===== config.mk =====
export PLATFORM = sky130hd
export DESIGN_NAME = fab_cfg_loader
export DESIGN_NICKNAME = d
export VERILOG_FILES = /design/src/rtl/fab_cfg_pkg.sv /design/src/rtl/fab_cfg_word_pack.sv /design/src/rtl/fab_cfg_loader.sv
export SDC_FILE = /design/constraint.sdc
export NUM_CORES = 1
export LEC_CHECK = 0
export BUFFER_PORTS_ARGS = -buffer_cell sky130_fd_sc_hd__buf_2
export CORE_MARGIN = 2
export CORE_UTILIZATION = 55
export CTS_CLUSTER_DIAMETER = 200
export CTS_CLUSTER_SIZE = 12
export DETAILED_ROUTE_END_ITERATION = 12
export GPL_TIMING_DRIVEN = 0
export PLACE_DENSITY = 0.74
export SLEW_MARGIN = 0
export SYNTH_ARGS = -nofsm -noshare
export SYNTH_HDL_FRONTEND = slang
export SYNTH_SLANG_ARGS = --single-unit

===== constraint.sdc =====
create_clock -name CLK -period 4.1 [get_ports CLK]
set_input_delay 0.41 -clock CLK [delete_from_list [all_inputs] [get_ports CLK]]
set_output_delay 0.41 -clock CLK [all_outputs]
set_load 0.005 [all_outputs]

===== src/rtl/fab_cfg_pkg.sv =====
// fab_cfg_pkg: shared types and constants for the fabric configuration loader.
package fab_cfg_pkg;

    // Byte, word and payload-count widths used across the loader.
    localparam int unsigned BYTE_W  = 8;
    localparam int unsigned WORD_W  = 32;
    localparam int unsigned COUNT_W = 32;

    // Bytes per configuration word (and per length field).
    localparam int unsigned BYTES_PER_WORD = WORD_W / BYTE_W;

    // Default start-of-bitstream marker.
    localparam logic [WORD_W-1:0] DEFAULT_SYNC_WORD = 32'hFAB0_FAB1;

    // Loader control states.
    typedef enum logic [2:0] {
        ST_HUNT  = 3'd0,
        ST_LEN   = 3'd1,
        ST_LOAD  = 3'd2,
        ST_GAP   = 3'd3,
        ST_DONE  = 3'd4,
        ST_ERROR = 3'd5
    } state_e;

    // States in which the loader takes bytes from the upstream source.
    function automatic logic accepts_bytes(input state_e s);
        return (s == ST_HUNT) || (s == ST_LEN) || (s == ST_LOAD);
    endfunction

endpackage


===== src/rtl/fab_cfg_word_pack.sv =====
// fab_cfg_word_pack: assembles four bytes MSB-first into one 32-bit word.
// The first three bytes are held; the fourth is taken straight from the
// input so the complete word is available on the accepting edge.
module fab_cfg_word_pack
    import fab_cfg_pkg::*;
(
    input  logic              clk_i,
    input  logic              rst_ni,
    input  logic              clr_i,       // drop any partial word, index to 0
    input  logic              push_i,      // byte_i is accepted this cycle
    input  logic [BYTE_W-1:0] byte_i,
    output logic [WORD_W-1:0] word_o,      // valid when complete_o is high
    output logic              complete_o   // this push delivers the 4th byte
);

    localparam int unsigned ACC_W = WORD_W - BYTE_W;

    logic [ACC_W-1:0] acc_q, acc_d;
    logic [1:0]       idx_q, idx_d;

    // Next-state for the byte accumulator and byte index.
    always_comb begin
        acc_d = acc_q;
        idx_d = idx_q;
        if (clr_i) begin
            acc_d = '0;
            idx_d = '0;
        end else if (push_i) begin
            acc_d = {acc_q[ACC_W-BYTE_W-1:0], byte_i};
            idx_d = idx_q + 2'd1;
        end
    end

    // Accumulator and index registers.
    always_ff @(posedge clk_i or negedge rst_ni) begin
        if (!rst_ni) begin
            acc_q <= '0;
            idx_q <= '0;
        end else begin
            acc_q <= acc_d;
            idx_q <= idx_d;
        end
    end

    assign word_o     = {acc_q, byte_i};
    assign complete_o = push_i && (idx_q == 2'd3);

endmodule


===== src/rtl/fab_cfg_loader.sv =====
// fab_cfg_loader: hunts a byte stream for the sync word, reads a 32-bit
// payload word count, then writes each payload word to the fabric config
// port with a one-cycle strobe followed by an enforced idle gap.
module fab_cfg_loader
    import fab_cfg_pkg::*;
#(
    parameter logic [WORD_W-1:0] SYNC_WORD  = DEFAULT_SYNC_WORD,
    parameter int unsigned       STROBE_GAP = 2,
    parameter int unsigned       MAX_WORDS  = 65535
) (
    input  logic              CLK,
    input  logic              resetn,
    input  logic [BYTE_W-1:0] byte_data,
    input  logic              byte_valid,
    output logic              byte_ready,
    input  logic              rearm,
    output logic [WORD_W-1:0] SelfWriteData,
    output logic              SelfWriteStrobe,
    output logic              busy,
    output logic              done,
    output logic              error
);

    // Gap counter wide enough to reach STROBE_GAP; the strobe cycle is
    // the first GAP cycle, so GAP lasts STROBE_GAP + 1 cycles in total.
    localparam int unsigned GAP_W = (STROBE_GAP < 2) ? 1 : $clog2(STROBE_GAP + 1);

    // Only the three most recent bytes are stored; the fourth is the
    // incoming byte, compared directly on the accepting edge.
    localparam int unsigned WIN_W = WORD_W - BYTE_W;

    state_e             state_q, state_d;
    logic [WIN_W-1:0]   window_q, window_d;
    logic [COUNT_W-1:0] count_q, count_d;
    logic [GAP_W-1:0]   gap_q, gap_d;
    logic [WORD_W-1:0]  data_q, data_d;
    logic               strobe_q, strobe_d;

    logic               accept;
    logic               rearm_go;
    logic [WORD_W-1:0]  window_next;
    logic               sync_hit;
    logic               pack_push;
    logic [WORD_W-1:0]  pack_word;
    logic               pack_complete;
    logic               len_done;
    logic               word_done;
    logic               gap_last;
    logic               len_too_big;

    assign accept      = byte_valid && byte_ready;
    assign rearm_go    = rearm && ((state_q == ST_DONE) || (state_q == ST_ERROR));
    assign window_next = {window_q, byte_data};
    assign sync_hit    = (state_q == ST_HUNT) && accept && (window_next == SYNC_WORD);
    assign pack_push   = accept && ((state_q == ST_LEN) || (state_q == ST_LOAD));
    assign len_done    = pack_complete && (state_q == ST_LEN);
    assign word_done   = pack_complete && (state_q == ST_LOAD);
    assign gap_last    = (gap_q == GAP_W'(STROBE_GAP));
    assign len_too_big = (pack_word > COUNT_W'(MAX_WORDS));

    // Shared byte packer for both the length field and payload words.
    fab_cfg_word_pack u_pack (
        .clk_i      (CLK),
        .rst_ni     (resetn),
        .clr_i      (rearm_go),
        .push_i     (pack_push),
        .byte_i     (byte_data),
        .word_o     (pack_word),
        .complete_o (pack_complete)
    );

    // FSM state register.
    always_ff @(posedge CLK or negedge resetn) begin
        if (!resetn) begin
            state_q <= ST_HUNT;
        end else begin
            state_q <= state_d;
        end
    end

    // FSM next-state logic.
    always_comb begin
        state_d = state_q;
        case (state_q)
            ST_HUNT: begin
                if (sync_hit) state_d = ST_LEN;
            end
            ST_LEN: begin
                if (len_done) begin
                    if (pack_word == '0)  state_d = ST_DONE;
                    else if (len_too_big) state_d = ST_ERROR;
                    else                  state_d = ST_LOAD;
                end
            end
            ST_LOAD: begin
                if (word_done) state_d = ST_GAP;
            end
            ST_GAP: begin
                if (gap_last) state_d = (count_q == '0) ? ST_DONE : ST_LOAD;
            end
            ST_DONE, ST_ERROR: begin
                if (rearm) state_d = ST_HUNT;
            end
            default: state_d = ST_HUNT;
        endcase
    end

    // FSM outputs decoded from the current state.
    always_comb begin
        byte_ready = accepts_bytes(state_q);
        busy       = (state_q == ST_LEN) || (state_q == ST_LOAD);
        done       = (state_q == ST_DONE);
        error      = (state_q == ST_ERROR);
    end

    // Datapath next-state: sync window, word count, gap timer, write port.
    always_comb begin
        window_d = window_q;
        count_d  = count_q;
        gap_d    = gap_q;
        data_d   = data_q;
        strobe_d = 1'b0;

        if (rearm_go) begin
            window_d = '0;
        end else if ((state_q == ST_HUNT) && accept) begin
            window_d = window_next[WIN_W-1:0];
        end

        if (len_done) begin
            count_d = pack_word;
        end else if (word_done) begin
            count_d = count_q - 1'b1;
        end

        if (word_done) begin
            gap_d    = '0;
            data_d   = pack_word;
            strobe_d = 1'b1;
        end else if ((state_q == ST_GAP) && !gap_last) begin
            gap_d = gap_q + 1'b1;
        end
    end

    // Datapath registers.
    always_ff @(posedge CLK or negedge resetn) begin
        if (!resetn) begin
            window_q <= '0;
            count_q  <= '0;
            gap_q    <= '0;
            data_q   <= '0;
            strobe_q <= 1'b0;
        end else begin
            window_q <= window_d;
            count_q  <= count_d;
            gap_q    <= gap_d;
            data_q   <= data_d;
            strobe_q <= strobe_d;
        end
    end

    assign SelfWriteData   = data_q;
    assign SelfWriteStrobe = strobe_q;

endmodule


==> results of run 1 <==
what timing repair did:
action / in CTS / in global routing
endpoints found under the setup margin: 0 / 0
gates resized for setup: 0 / 0
hold buffers: 1 / 0
hold endpoints to repair: 35 / 0
area by class of cell:
| class | instances | area (µm²) |
|---|---|---|
| plain buffers | 37 | 141 |
| well taps | 133 | 166 |
| repair buffers | 50 | 284 |
| clock buffers | 22 | 453 |
| inverters | 10 | 37.5 |
| fillers | 807 | 3220 |
| flip-flops and latches | 120 | 3000 |
| clock inverters | 9 | 100 |
| multi-input cells | 451 | 2460 |
synthesized netlist by cell type, types with 10 or more instances:
library cell    n
nor3_1         13
a21oi_1        35
dfrtp_1       120
mux2i_1        24
nand3_1        11
nand2_1       177
a221o_1        10
inv_1          10
nor2_1         39
clkbuf_1       27
o21ai_0        26
nor4_1         21
o311ai_0       10
or3_1          10
worst paths after layout:
path                                                       to  slack, ns  depth (start not counted)
max in group asynchronous              count_q[6]$_DFFE_PN0P_       3.02                          3
worst min register to register  SelfWriteData[26]$_DFFE_PN0P_       0.47                          2
min in group asynchronous             count_q[22]$_DFFE_PN0P_       0.36                          2
worst min-delay path             SelfWriteData[6]$_DFFE_PN0P_       0.18                          3
worst max-delay path            SelfWriteData[16]$_DFFE_PN0P_       1.35                          8
worst max register to register  SelfWriteData[16]$_DFFE_PN0P_       1.35                          8
sequential cells by signal, indices dropped and copies added (netlist names):
register,count
count_q,32
u_pack.idx_q,2
gap_q,2
SelfWriteStrobe,1
window_q,24
u_pack.acc_q,24
SelfWriteData,32
state_q,3
logic make-up (layout without fill, tap and decap cells):
family          count (synthesis)  after routing
compound gates                111            111
flops                         120            120
simple gates                  308            308
buf+inv                        47            128
fa+ha+maj                       4              4
mux                            24             24
xor+xnor                        4              4
through the flow:
step / total power [W] / cells / instance area [µm²] / setup slack, ns / util
after floorplan: 0.00128 / 618 / 5640 / 1.75 / -
after global placement: 0.00133 / 799 / 6050 / 1.16 / 0.613
after detailed placement: 0.00134 / 800 / 6080 / 1.41 / 0.617
after CTS: 0.00273 / 832 / 6650 / 1.39 / 0.674
after global routing: 0.00280 / 832 / 6650 / 1.19 / 0.674
final: 0.00271 / 832 / 6650 / 1.35 / 0.674
layer usage:
layer  vias up  wire length (µm)  GRT usage  share of wire
met5         -                 0          0              0
met4         0               503      0.123          0.033
met3        43               987     0.0557          0.064
met2       225              7340      0.448           0.48
met1      2420              6510      0.398           0.42
li1       2305                 -          -              -
worst max-delay path: cells and delay by family, from the launching register on:
kind                   cells  cell delay [ns]
DFF                        1             0.36
buffers and inverters      4             1.54
and+or+nand+nor            4             0.77
where the power goes:
| group | internal, W | switching (W) | total [W] |
|---|---|---|---|
| registers | 0.00121 | 0.0000195 | 0.00123 |
| logic | 0.0000276 | 0.0000578 | 0.0000853 |
| clock network | 0.000887 | 0.000512 | 0.00140 |
==> flow_summary.ini, run 1 <==
[status]
outcome = finished, final reports clean

[routing]
drc = 0
viasPerCell = 6.00
vias = 4993
antenna_left = 0
drtIter0Drc = 376
wire_per_inst_um = 18.4
dr.pass1.iters = 5
wirelength_um = 15300

[floorplanning]
start_util = 0.572
design.die.area_um2 = 11100
core_area_um2 = 9860
die_y_um = 105
num_rows = 36
die_x_um = 105
num_io_pins = 49

[cts]
cts_root_buf = clkbuf_8
cts.sinks = 120
cts_setup_buffers = 0
clkLatencyLatePin_ns = 0.52
cts-buffers-inserted = 17
cts.clk_slew.worst_paths_ns = 0.06
htree_levels = 4
cts_tree = yes
clockBufferDepth = 2

[synth]
yosys.area.top_type = dfrtp_1
synth_area_leaders = dfrtp_1 (53%), nand2_1 (12%), mux2i_1 (4.3%)
yosys.cell_types.count = 55
synth-edff-count = 0
synth-xor-area-share = 0.00621
synthMuxAreaShare = 0.0426
ys_ff_latch = 120
netlist_instances = 618
synth-async-reset-ratio = 1.00
avgSynthCellArea_um2 = 9.13
yosysWarnings = 0
synth_flop_cell = dfrtp_1
synth_compound_area_frac = 0.131
syn_nets = 634
synth_fa_ha_area_frac = 0.00887
synth_top_area_share = 0.532
yosys.area_share.simple = 0.248
synth.cell_area_um2 = 5640
ys_seq_area_frac = 0.532
synth_top_family_by_area = simple AND/OR/NAND/NOR gates

[global_route]
first_global_vias = 4743
grt_max_degree = 86
antenna_found_initial = 0
grt-ovfl-total = 0
grt_pass1_wl_um = 24800
grt_usage = 0.289

[timing]
tightest_slew_ns = 0.769
setup-tns-final_ns = 0
skew_ns = 0.00803
finalHoldViolations = 0
min_period_ns = 2.75
final-setup-viol-count = 0
max_freq_mhz = 363
relSlewSlack = 0.483
slew_viol_final = 0
rsz0062_at_grt = false
timing.final.crit_share = 0.671
worst_hold_slack_ns = 0.183

[setup_path]
endpoint_kind = flop
path_max_fanout = 10
setup.worst_path.start_class = flop
critPathKind = flop to flop
path_cells = clkbuf_1, nor2b_1, nand3_1, inv_1, clkbuf_1, buf_1, nand2_1, nand2_1
arrival_ns = 3.20
worstPathRequired_ns = 4.55
reg2reg_from = state_q[2]$_DFFE_PN0P_
critPathMaxStageDelay_ns = 0.54
critical_path.startpoint = state_q[2]$_DFFE_PN0P_
cpMaxStageDelayCell = buf_1

[cells_and_area]
final_cell_mix = nand2_1 (177), dfrtp_1 (120), buf_2 (49)
antennaDiodeCount = 0
fin_nets = 703
final_common_cell = nand2_1
area_growth_pct = 17.8
drive_gt1_frac = 0.124

[job]
drv_cap = 0

[placement]
place_congestion = 0.933
hpwl_um = 10500
port_buffers = 48

[pwr]
power_density_nw_per_um2 = 408
leakage_nw = 3.44
peakVddDrop_v = 0.000260

[min_path]
holdCritPathClass = primary input to flop
hold_path.startpoint = byte_data[6]
Note: power is estimated with default switching activity, not from simulation.
==> inputs of run 2 (changes only) <==
clock period = 2.76 ns   (was 4.1 ns; I/O delays follow)
==> run 2 against run 1 <==
  * Critical path depth down 1
  * Utilization rose by 0.25 points
  * Largest power group unchanged
  * Design area rose by 0.38%
  * Largest cell class unchanged
  * Worst setup slack got worse by 1.2 ns
  * Combinational power rose by 48%
  * Clock-buffer cell count unchanged
==> flow_summary.ini, run 2 (synthesis results as in run 1) <==
[status]
outcome = finished, final reports clean

[placement]
placed_area_um2 = 6080
place_congestion = 0.933
pre_cts_ws_ns = 0.0739
placed_cells = 800
hpwl_um = 10500
port_buffers = 48

[cells_and_area]
final_common_cell = nand2_1
antennaDiodeCount = 0
drive_gt1_frac = 0.137
fin_nets = 703
area_growth_pct = 18.2
final_cells = 832
design_area_um2 = 6670
final_cell_mix = nand2_1 (177), dfrtp_1 (120), buf_2 (50)

[routing]
wirelength_um = 15300
wire_per_inst_um = 18.3
dr.pass1.iters = 5
vias = 4980
antenna_left = 0
drtIter0Drc = 438
viasPerCell = 5.99
drc = 0

[cts]
clockBufferDepth = 2
cts-buffers-inserted = 17
clkLatencyLatePin_ns = 0.52
cts.clk_slew.worst_paths_ns = 0.06
cts_root_buf = clkbuf_8
cts.sinks = 120
cts_setup_buffers = 0
htree_levels = 4
cts_tree = yes

[timing]
skew_ns = 0.00805
timing.final.crit_share = 0.962
finalHoldViolations = 0
max_freq_mhz = 377
setup-tns-final_ns = 0
final-setup-viol-count = 0
slew_viol_final = 0
rsz0062_at_grt = false
tightest_slew_ns = 0.752
worst_slack_ns = 0.104
min_period_ns = 2.66
relSlewSlack = 0.494

[setup_path]
arrival_ns = 3.05
worstPathRequired_ns = 3.15
cpMaxStageDelayCell = nor3_1
path_cells = inv_1, ha_1, or3b_2, or3_1, nor3_1, a311o_1, nand3_1
critPathMaxStageDelay_ns = 0.57
path_max_fanout = 5
setup.worst_path.start_class = flop
critPathKind = flop to flop
endpoint_kind = flop

[floorplanning]
die_y_um = 105
num_rows = 36
core_area_um2 = 9860
die_x_um = 105
start_util = 0.572
design.die.area_um2 = 11100
num_io_pins = 49

[pwr]
p_total_w = 0.00403
seqPwrFrac = 0.454
power_density_nw_per_um2 = 603
p_sw_w = 0.000869
p_sw_frac = 0.216
peakVddDrop_v = 0.000386
power_frac_clock = 0.515
p_int_w = 0.00316
leakage_nw = 3.47
combPwrFrac = 0.031

[min_path]
holdCritPathClass = primary input to flop

[global_route]
antenna_found_initial = 0
grt_max_degree = 86
grt-ovfl-total = 0
grt_usage = 0.289
first_global_vias = 4743
grt_pass1_wl_um = 24800

[job]
drv_cap = 0
==> run 2: timing repair <==
action	in CTS	in global routing
endpoints found under the setup margin	0	33
gates resized for setup	0	15
endpoints found under the hold margin	35	0
hold buffers	1	0
==> run 2: area by class of cell <==
cell class,count,area (µm²)
Fill cell,806,3190
Sequential cell,120,3000
Clock inverter,9,100
Buffer,37,149
Inverter,10,37.5
Tap cell,133,166
Multi-Input combinational cell,451,2480
Timing Repair Buffer,50,284
Clock buffer,22,453
==> run 2: path summary, 6_finish.rpt <==
kind	from	endpoint	slack, ns	depth (start not counted)
max in group asynchronous	resetn	count_q[9]$_DFFE_PN0P_	1.82	3
min in group asynchronous	resetn	count_q[22]$_DFFE_PN0P_	0.23	2
worst max register to register	count_q[0]$_DFFE_PN0P_	count_q[26]$_DFFE_PN0P_	0.10	7
worst min-delay path	byte_data[2]	SelfWriteData[2]$_DFFE_PN0P_	0.05	3
worst min register to register	SelfWriteData[26]$_DFFE_PN0P_	SelfWriteData[26]$_DFFE_PN0P_	0.47	2
worst max-delay path	count_q[0]$_DFFE_PN0P_	count_q[26]$_DFFE_PN0P_	0.10	7
==> run 2: power by group through the flow <==
stage	logic [W]	clock network (W)	registers (W)
finish	0.000126	0.00207	0.00183
global placement	0.000119	0	0.00186
global route	0.000147	0.00218	0.00183
detailed placement	0.000128	0	0.00186
CTS	0.000129	0.00209	0.00183
floorplan	0.0000540	0	0.00185
==> run 2: layer usage <==
layer / up-vias / share of wire / GRT usage
li1: 2312 / - / -
met3: 47 / 0.072 / 0.0557
met5: - / 0 / 0
met4: 0 / 0.033 / 0.123
met2: 227 / 0.48 / 0.448
met1: 2394 / 0.42 / 0.398
==> run 2: worst max-delay path, delay by kind of cell (launching register included) <==
family	cells	cell delay, ns
and+or+nand+nor	4	1.55
DFF	1	0.39
AOI/OAI and AO/OA	1	0.27
adders and majority gates	1	0.19
buffers and inverters	1	0.14
==> run 2: stage by stage <==
step	utilization	hold WS, ns
final	0.676	0.0528
after global routing	0.676	0.0399
after CTS	0.674	0.0341
after detailed placement	0.617	0.200
after global placement	0.613	0.453
after floorplan	-	-0.0196
==> inputs of run 3 (changes only) <==
BUFFER_PORTS_ARGS = unset   (was -buffer_cell sky130_fd_sc_hd__buf_2)
CORE_ASPECT_RATIO = 0.7   (was unset)
DONT_BUFFER_PORTS = 1   (was unset)
PLACE_DENSITY = 0.7   (was 0.74)
==> run 3 against run 2 <==
  * The flow now finishes with violations (negative hold slack)
  * Hold slack lost 0.50 ns
  * Worst setup slack gained 0.042 ns
  * Routed wire length grew 8.1%
  * Combinational power shrank 35%
  * Maximum frequency grew 1.6%
  * Sequential power is essentially flat
  * Clock-buffer cell count shrank 1
  * Critical path type unchanged
  * Largest cell class unchanged
==> flow_summary.ini, run 3 (synthesis results as in run 1) <==
[routing]
antenna_left = 0
wirelength_um = 16500
wire_per_inst_um = 21.0
drtIter0Drc = 548
drc = 0
vias = 4948
viasPerCell = 6.30
dr.pass1.iters = 5

[cells_and_area]
area_growth_pct = 16.0
drive_gt1_frac = 0.0760
final_common_cell = nand2_1
multi_input_area_um2 = 2480
antennaDiodeCount = 0
final_cell_mix = nand2_1 (177), dfrtp_1 (120), nor2_1 (39)
fillCellCount = 789
fin_nets = 661
final-seq-area_um2 = 3000

[setup_path]
critPathKind = flop to flop
setup.worst_path.start_class = flop
r2r_cells = 8
cpMaxStageDelayCell = or3b_2
worst_path_dominant_cell_family = simple AND/OR/NAND/NOR gates
crit_buf_inv = 2
critPathMaxStageDelay_ns = 0.52
worstPathRequired_ns = 3.05
crit_cells = 8
endpoint_kind = flop
path_max_fanout = 10
path_cells = inv_1, ha_1, or3b_2, or3_1, buf_2, nor4_1, mux2i_1, a221o_1
arrival_ns = 2.91

[cts]
htree_levels = 4
cts-buffers-inserted = 17
ctsHoldBuffers = 8
cts_tree = yes
cts.sinks = 120
cts_root_buf = clkbuf_16
clkLatencyLatePin_ns = 0.41
cts_setup_buffers = 0
cts.clk_slew.worst_paths_ns = 0.06
clockBufferDepth = 2

[pwr]
peakVddDrop_v = 0.000462
leakage_nw = 3.27
power_density_nw_per_um2 = 656

[floorplanning]
start_util = 0.574
die_y_um = 88.7
design.die.area_um2 = 11100
num_io_pins = 49
num_rows = 30
core_area_um2 = 9830
die_x_um = 125

[global_route]
grt_pass1_wl_um = 26000
grt_max_degree = 121
grt_usage = 0.310
antenna_found_initial = 0
first_global_vias = 4711
grt-ovfl-total = 0

[timing]
skew_ns = 0.00733
worst_hold_slack_ns = -0.450
finalHoldViolations = 120
max_freq_mhz = 383
min_period_ns = 2.61
rsz0062_at_grt = false
slew_viol_final = 0
tightest_slew_ns = 0.790
worst_slack_ns = 0.147
relSlewSlack = 0.469
final-setup-viol-count = 0
timing.final.crit_share = 0.947
setup-tns-final_ns = 0

[placement]
pre_cts_ws_ns = 0.0619
place_congestion = 0.894
hpwl_um = 11000
port_buffers = 0

[status]
outcome = complete, but fails checks
violations = negative hold slack

[min_path]
holdCritPathClass = primary input to asynchronous set/reset pin

[job]
drv_cap = 0
-- run 3: changes by cell type in the layout (fill, tap and decap cells not counted), moves of 2 or more --
| cell | previous run | this run |
|---|---|---|
| bufinv_16 | 2 | 4 |
| buf_2 | 50 | 3 |
| dlygate4sd3_1 | 1 | 8 |
| clkinv_2 | 5 | 2 |
| clkbuf_1 | 25 | 23 |
| clkinv_4 | 0 | 3 |
-- run 3: worst paths after layout --
path | slack [ns] | endpoint | startpoint
setup / recovery | 0.15 | count_q[30]$_DFFE_PN0P_ | count_q[0]$_DFFE_PN0P_
max in group asynchronous | 3.03 | window_q[15]$_DFFE_PN0P_ | resetn
hold reg to reg | 0.50 | SelfWriteData[29]$_DFFE_PN0P_ | SelfWriteData[29]$_DFFE_PN0P_
hold / removal | -0.45 | SelfWriteData[26]$_DFFE_PN0P_ | resetn
setup reg to reg | 0.15 | count_q[30]$_DFFE_PN0P_ | count_q[0]$_DFFE_PN0P_
min in group CLK | 0.01 | window_q[0]$_DFFE_PN0P_ | byte_data[0]
-- run 3: per-layer routing --
layer | wire length (µm) | share of wire | vias up | global-route usage
li1 | - | - | 2226 | -
met1 | 7430 | 0.45 | 2431 | 0.458
met2 | 6990 | 0.42 | 272 | 0.446
met3 | 1880 | 0.11 | 19 | 0.0949
met4 | 189 | 0.011 | 0 | 0.0828
met5 | 0 | 0 | - | 0
-- run 3: final cells by class --
class                           count  share of cell area
Sequential cell                   120               0.459
Clock inverter                     11              0.0262
Multi-Input combinational cell    451               0.379
Clock buffer                       21              0.0704
Inverter                           10             0.00574
Tap cell                          128              0.0245
Buffer                             37              0.0229
Timing Repair Buffer                8              0.0122
-- run 3: per-stage QoR --
step | cell area (µm²) | instances | util | power, W
2_1_floorplan | 5640 | 618 | - | 0.00190
3_3_place_gp | 5800 | 746 | 0.590 | 0.00192
3_5_place_dp | 5800 | 746 | 0.590 | 0.00192
4_1_cts | 6520 | 786 | 0.662 | 0.00430
5_1_grt | 6540 | 786 | 0.665 | 0.00439
6_report | 6540 | 786 | 0.665 | 0.00429
-- run 3: power by group --
| part | internal, W | total [W] | switching, W |
|---|---|---|---|
| Sequential | 0.00180 | 0.00183 | 0.0000313 |
| Combinational | 0.0000373 | 0.0000818 | 0.0000445 |
| Clock | 0.00156 | 0.00238 | 0.000818 |
| Total | 0.00340 | 0.00429 | 0.000894 |
-- run 3: repair_timing --
item / CTS / global route
gates resized for setup: 0 / 17
setup endpoints to repair: 0 / 59
hold endpoints to repair: 134 / 120
